`src/rtl/ascon_pack.sv`:
```
// Shared definitions for the ASCON cipher/tag output buffer: default widths
// and the output-sequencer state type.
package ascon_pack;

  localparam int ASCON_DATA_W = 64;
  localparam int ASCON_TAG_W  = 128;

  typedef enum logic {
    S_CT  = 1'b0,
    S_TAG = 1'b1
  } type_ct_state;

endpackage

```
`src/rtl/ascon_sync_fifo.sv`:
```
// Single-clock FIFO for ciphertext blocks: power-of-two depth, naturally
// wrapping pointers and an explicit occupancy count (0..DEPTH).
// With ASCON_CT_ZEROIZE_EN defined, each entry is cleared as it is popped.
module ascon_sync_fifo #(
  parameter  int DATA_W = 64,
  parameter  int DEPTH  = 4,
  localparam int PTR_W  = $clog2(DEPTH),
  localparam int CNT_W  = PTR_W + 1
) (
  input  logic              clock_i,
  input  logic              reset_i,
  input  logic              push_i,
  input  logic [DATA_W-1:0] push_data_i,
  input  logic              pop_i,
  output logic [DATA_W-1:0] head_o,
  output logic [CNT_W-1:0]  count_o,
  output logic              full_o,
  output logic              empty_o
);

  logic [DATA_W-1:0] mem_q [DEPTH];
  logic [PTR_W-1:0]  wr_ptr_q;
  logic [PTR_W-1:0]  rd_ptr_q;
  logic [CNT_W-1:0]  count_q;
  logic              push_ok;
  logic              pop_ok;

  // Guard locally so the storage can never be overrun or under-read.
  assign push_ok = push_i && !full_o;
  assign pop_ok  = pop_i && !empty_o;

  assign full_o  = (count_q == CNT_W'(DEPTH));
  assign empty_o = (count_q == '0);
  assign count_o = count_q;
  assign head_o  = mem_q[rd_ptr_q];

  // Pointer and occupancy bookkeeping; pointers wrap at DEPTH by width.
  // NOTE: sequential state uses non-blocking assignments so every register
  // samples pre-edge values regardless of statement order.
  always_ff @(posedge clock_i) begin
    if (reset_i) begin
      wr_ptr_q <= '0;
      rd_ptr_q <= '0;
      count_q  <= '0;
    end else begin
      if (push_ok) wr_ptr_q <= wr_ptr_q + PTR_W'(1);
      if (pop_ok)  rd_ptr_q <= rd_ptr_q + PTR_W'(1);
      case ({push_ok, pop_ok})
        2'b10:   count_q <= count_q + CNT_W'(1);
        2'b01:   count_q <= count_q - CNT_W'(1);
        default: count_q <= count_q;
      endcase
    end
  end

  // Entry storage: written on push, optionally scrubbed on pop.
  // NOTE: the array is deliberately not reset; validity is defined by the
  // pointers and count, so stale contents are never presented as valid.
  always_ff @(posedge clock_i) begin
    if (push_ok) mem_q[wr_ptr_q] <= push_data_i;
`ifdef ASCON_CT_ZEROIZE_EN
    if (pop_ok) mem_q[rd_ptr_q] <= '0;
`endif
  end

endmodule

```
`src/rtl/ascon_ct_tag_buffer.sv`:
```
// ASCON output buffer: queues ciphertext blocks in a FIFO, captures the
// authentication tag, and serialises both onto one valid/ready stream
// (cipher blocks first, then the tag MSB-first as TAG_W/DATA_W beats).
// Optional macro ASCON_CT_ZEROIZE_EN scrubs popped FIFO entries and the tag
// register after use. The idle output beat reads as zero in every build.
module ascon_ct_tag_buffer
  import ascon_pack::*;
#(
  parameter int DATA_W = ASCON_DATA_W,
  parameter int DEPTH  = 4,
  parameter int TAG_W  = ASCON_TAG_W
) (
  input  logic                     clock_i,
  input  logic                     reset_i,
  input  logic                     ct_valid_i,
  input  logic [DATA_W-1:0]        ct_data_i,
  output logic                     ct_ready_o,
  input  logic                     tag_valid_i,
  input  logic [TAG_W-1:0]         tag_i,
  output logic                     tag_ready_o,
  output logic                     out_valid_o,
  output logic [DATA_W-1:0]        out_data_o,
  output logic                     out_is_tag_o,
  output logic                     out_last_o,
  input  logic                     out_ready_i,
  output logic [$clog2(DEPTH):0]   count_o,
  output logic                     busy_o
);

  localparam int BEATS  = TAG_W / DATA_W;
  localparam int BEAT_W = (BEATS > 1) ? $clog2(BEATS) : 1;
  localparam int CNT_W  = $clog2(DEPTH) + 1;

  type_ct_state       state_q, state_d;
  logic               tag_pending_q, tag_pending_d;
  logic [TAG_W-1:0]   tag_q, tag_d;
  logic [BEAT_W-1:0]  beat_q, beat_d;

  logic               fifo_push;
  logic               fifo_pop;
  logic [DATA_W-1:0]  fifo_head;
  logic [CNT_W-1:0]   fifo_count;
  logic               fifo_full;
  logic               fifo_empty;

  logic               ct_accept;
  logic               tag_accept;
  logic               last_beat;
  logic [DATA_W-1:0]  tag_beat;

  // Readiness depends only on registered state, never on out_ready_i.
  assign ct_ready_o  = !fifo_full && !tag_pending_q;
  assign tag_ready_o = !tag_pending_q;
  assign ct_accept   = ct_valid_i && ct_ready_o;
  assign tag_accept  = tag_valid_i && tag_ready_o;
  assign fifo_push   = ct_accept;
  assign count_o     = fifo_count;
  assign busy_o      = !fifo_empty || tag_pending_q;

  ascon_sync_fifo #(
    .DATA_W (DATA_W),
    .DEPTH  (DEPTH)
  ) u_fifo (
    .clock_i     (clock_i),
    .reset_i     (reset_i),
    .push_i      (fifo_push),
    .push_data_i (ct_data_i),
    .pop_i       (fifo_pop),
    .head_o      (fifo_head),
    .count_o     (fifo_count),
    .full_o      (fifo_full),
    .empty_o     (fifo_empty)
  );

  // Select the current tag beat, most significant slice first.
  always_comb begin
    tag_beat = '0;
    for (int i = 0; i < BEATS; i++) begin
      if (beat_q == BEAT_W'(i)) tag_beat = tag_q[TAG_W-1-i*DATA_W -: DATA_W];
    end
  end

  // Next-state, tag capture and output-beat logic for the sequencer.
  // NOTE: every signal gets a default before the case so no path leaves a
  // value unassigned, which would otherwise infer a latch.
  always_comb begin
    state_d       = state_q;
    tag_pending_d = tag_pending_q;
    tag_d         = tag_q;
    beat_d        = beat_q;
    out_valid_o   = 1'b0;
    out_data_o    = '0;
    out_is_tag_o  = 1'b0;
    out_last_o    = 1'b0;
    fifo_pop      = 1'b0;
    last_beat     = (beat_q == BEAT_W'(BEATS - 1));

    if (tag_accept) begin
      tag_d         = tag_i;
      tag_pending_d = 1'b1;
    end

    case (state_q)
      S_CT: begin
        out_valid_o = !fifo_empty;
        out_data_o  = fifo_empty ? '0 : fifo_head;
        fifo_pop    = out_valid_o && out_ready_i;
        // Move to the tag once the last queued block has left (or none remain).
        if (tag_pending_q && (fifo_empty || (fifo_pop && fifo_count == CNT_W'(1)))) begin
          state_d = S_TAG;
        end
      end
      S_TAG: begin
        out_valid_o  = 1'b1;
        out_is_tag_o = 1'b1;
        out_data_o   = tag_beat;
        out_last_o   = last_beat;
        if (out_ready_i) begin
          if (last_beat) begin
            beat_d        = '0;
            tag_pending_d = 1'b0;
            state_d       = S_CT;
`ifdef ASCON_CT_ZEROIZE_EN
            tag_d         = '0;
`endif
          end else begin
            beat_d = beat_q + BEAT_W'(1);
          end
        end
      end
      default: state_d = S_CT;
    endcase
  end

  // Sequencer, tag register and beat counter state.
  always_ff @(posedge clock_i) begin
    if (reset_i) begin
      state_q       <= S_CT;
      tag_pending_q <= 1'b0;
      tag_q         <= '0;
      beat_q        <= '0;
    end else begin
      state_q       <= state_d;
      tag_pending_q <= tag_pending_d;
      tag_q         <= tag_d;
      beat_q        <= beat_d;
    end
  end

endmodule

```
`config.mk`:
```
export PLATFORM = sky130hd
export DESIGN_NAME = ascon_ct_tag_buffer
export DESIGN_NICKNAME = d
export VERILOG_FILES = /design/src/rtl/ascon_pack.sv /design/src/rtl/ascon_sync_fifo.sv /design/src/rtl/ascon_ct_tag_buffer.sv
export SDC_FILE = /design/constraint.sdc
export NUM_CORES = 1
export LEC_CHECK = 0
export ABC_AREA = 1
export CORE_UTILIZATION = 40
export DETAILED_ROUTE_END_ITERATION = 12
export GPL_ROUTABILITY_DRIVEN = 0
export PLACE_DENSITY_LB_ADDON = 0.15
export SETUP_SLACK_MARGIN = 0.2
export SLEW_MARGIN = 25
export SYNTH_ARGS = -nofsm -noshare
export SYNTH_HDL_FRONTEND = slang
export SYNTH_SLANG_ARGS = --single-unit
```
`constraint.sdc`:
```
create_clock -name clock_i -period 9.84 [get_ports clock_i]
set_input_delay 1.968 -clock clock_i [delete_from_list [all_inputs] [get_ports clock_i]]
set_output_delay 1.968 -clock clock_i [all_outputs]
set_load 0.01 [all_outputs]
```
==> flow_metrics.env <==
export IMPL_yosys_warnings=0
export IMPL_fin_crit_ps=5330
export IMPL_fin_skew_ps=16.1
export IMPL_rr_endpoint="u_fifo.mem_q[3][0]$_DFFE_PP_"
export IMPL_seq_area_sq_um=10500
export IMPL_clk_latency_ps=560
export IMPL_fp_row_count=73
export IMPL_r2r_start="u_fifo.count_o[0]$_SDFFE_PP0P_"
export IMPL_maxCapViolCount=0
export IMPL_path_class="reg -> out"
export IMPL_root_buffer="clkbuf_16"
export IMPL_drtIter0Drc=872
export IMPL_clk_path_buf_depth=3
export IMPL_fin_area_sq_um=20700
export IMPL_yosysUniqueCellTypes=24
export IMPL_fillers=3608
export IMPL_cts_sinks=396
export IMPL_rsz0062_at_grt="false"
export IMPL_viasPerCell=5.04
export IMPL_htreeDepth=2
export IMPL_final_common_cell="nor2_1"
export IMPL_io_buffers=269
export IMPL_cp_required_ps=7870
export IMPL_holdPathEnd="tag_q[118]$_SDFFE_PP0P_"
export IMPL_placed_cell_area_sq_um=19300
export IMPL_final_core_util_pct=51.9
export IMPL_ir_drop_uv=192
export IMPL_die_w_um=204
export IMPL_dr_total_vias=12100
export IMPL_fmax_ghz=0.187
export IMPL_period_share_pct=54.2
export IMPL_arrival_ps=3370
export IMPL_worst_pin_slew_ps=927
export IMPL_multi_input_area_sq_um=5140
export IMPL_io_pins=270
export IMPL_ys_ff_latch=396
export IMPL_met1_usage_pct=27.3
export IMPL_reg2reg_slack_ps=6730
export IMPL_r2r_cells=6
export IMPL_grt_start_max_net_pins=105
export IMPL_synth_area_per_cell_sq_um=10.0
export IMPL_finalNetCount=2045
export IMPL_cts_setup_buffers=0
export IMPL_wire_per_inst_um=18.0
export IMPL_final_cell_mix="326 x nor2_1, 275 x nand2_1, 269 x clkdlybuf4s50_1"
export IMPL_netlist_area_sq_um=16300
export IMPL_end_kind="output pin"
export IMPL_dieArea_sq_um=41400
export IMPL_grt_use_met2_pct=34.5
export IMPL_min_delay_path_class="reg -> reg"
export IMPL_slew_headroom_pct=38.2
export IMPL_track_usage_pct=20.7
export IMPL_cts_clk_slew_worst_paths_ps=50
export IMPL_hp_start="tag_q[118]$_SDFFE_PP0P_"
export IMPL_p_per_area_nw_per_um2=237
export IMPL_syn_inst=1618
export IMPL_cts_inserted_buffers=45
export IMPL_fin_setup_tns_ps=0
export IMPL_hold_buffers=0
export IMPL_drc_errors=0
export IMPL_path_max_fanout=72
export IMPL_totalWireLength_um=43200
export IMPL_slew_violations=0
export IMPL_critPathLaunchType="flop"
export IMPL_hpwl_um=25000
export IMPL_finalSetupViolations=0
export IMPL_status="finished clean"
export IMPL_syn2layout_area_growth_pct=27.5
export IMPL_cts_resized=0
export IMPL_synth_nets=1824
export IMPL_hold_viol_final=0
export IMPL_antenna_found_initial=4
export IMPL_cts_tree="done"
export IMPL_p_leak_nw=7.72
export IMPL_die_h_um=204
export IMPL_initial_core_util_pct=40.7
export IMPL_use_met3_pct=4.11
export IMPL_drt_pass1_iter_count=5
export IMPL_core_area_sq_um=39900
export IMPL_grt_overflow_total=0
export IMPL_ys_seq_area_share_pct=64.5
export IMPL_grt_most_used_layer="met2"
export IMPL_hold_depth=2
export IMPL_drive_gt1_share_pct=9.22
export IMPL_grt_pass1_vias=11900
export IMPL_postRouteAntennaNets=0
export IMPL_grt_first_pass_wirelength_um=66600
==> per-layer routing <==
| layer | vias up | routed length [um] | part of all wire, % |
|---|---|---|---|
| met5 | - | 13 | 0.030 |
| met4 | 2 | 782 | 1.8 |
| met3 | 49 | 2420 | 5.6 |
| met2 | 316 | 20800 | 48 |
| met1 | 5783 | 19200 | 44 |
| li1 | 5966 | - | - |
==> critical path: stages (launching register included) <==
cell and delay (ps):
dfxtp_4 480, inv_4 500, buf_4 740, nand2_1 130, nand3_1 110, nand3_1 120, o21ai_1 140, clkdlybuf4s50_1 560
==> power by group <==
group	switching, mW	internal (mW)
Clock	0.646	0.981
Combinational	0.772	0.575
Sequential	0.0657	1.87
==> cells in the mapped netlist (all sizes together) <==
| cell | n | area (sq um) |
|---|---|---|
| nand2 | 275 | 1030 |
| or2 | 1 | 6.26 |
| xor2 | 1 | 8.76 |
| dfxtp | 140 | 2800 |
| nand4 | 1 | 6.26 |
| ha | 9 | 113 |
| nand3 | 198 | 1190 |
| buf | 78 | 434 |
| edfxtp | 256 | 7690 |
| a21oi | 10 | 53.8 |
| clkbuf | 32 | 120 |
| o21ai | 259 | 1450 |
| nor2 | 331 | 1240 |
| inv | 27 | 106 |
==> logic make-up after synthesis <==
group,Yosys count,synth area share (%)
AO/OA/AOI/OAI,269,9.23
XOR/XNOR,1,0.0539
adder cells (fa/ha/maj),9,0.693
buffers and inverters,137,4.06
flip-flops,396,64.5
AND/OR/NAND/NOR,806,21.4
==> per-stage QoR <==
stage	hold slack, ps	std cells	total power [mW]	setup slack (ps)
floorplan	465	1618	2.73	4490
finish	508	2405	4.91	4510
global placement	482	2315	3.33	4940
detailed placement	491	2317	3.34	5000
global route	527	2402	5.17	4200
CTS	510	2401	4.99	4390
==> layout make-up <==
type                    count  share of cell area (%)
flip-flops and latches    396                    50.7
multi-input cells        1085                    24.8
diodes                      4                  0.0483
clock buffers              71                    6.26
inverters                  27                   0.550
repair buffers            284                    13.8
clock inverters            13                   0.676
well taps                 525                    3.17
==> how the worst max path moves through the flow <==
stage | start | endpoint | slack, ps
floorplan | ct_valid_i | u_fifo.mem_q[0][0]$_DFFE_PP_ | 4490
global placement | ct_valid_i | u_fifo.mem_q[0][18]$_DFFE_PP_ | 4940
detailed placement | flop | out_data_o[12] | 5000
CTS | flop | out_data_o[12] | 4390
global route | flop | out_data_o[22] | 4200
finish | flop | out_data_o[0] | 4510
==> sequential cells by signal (all words and copies together) (netlist names), named ones only <==
name	cells
beat_q	1
u_fifo.count_o	3
u_fifo.mem_q	256
u_fifo.wr_ptr_q	2
tag_pending_q	1
state_q	1
tag_q	128
u_fifo.rd_ptr_q	2
No activity file was read; power rests on OpenSTA's default activity.
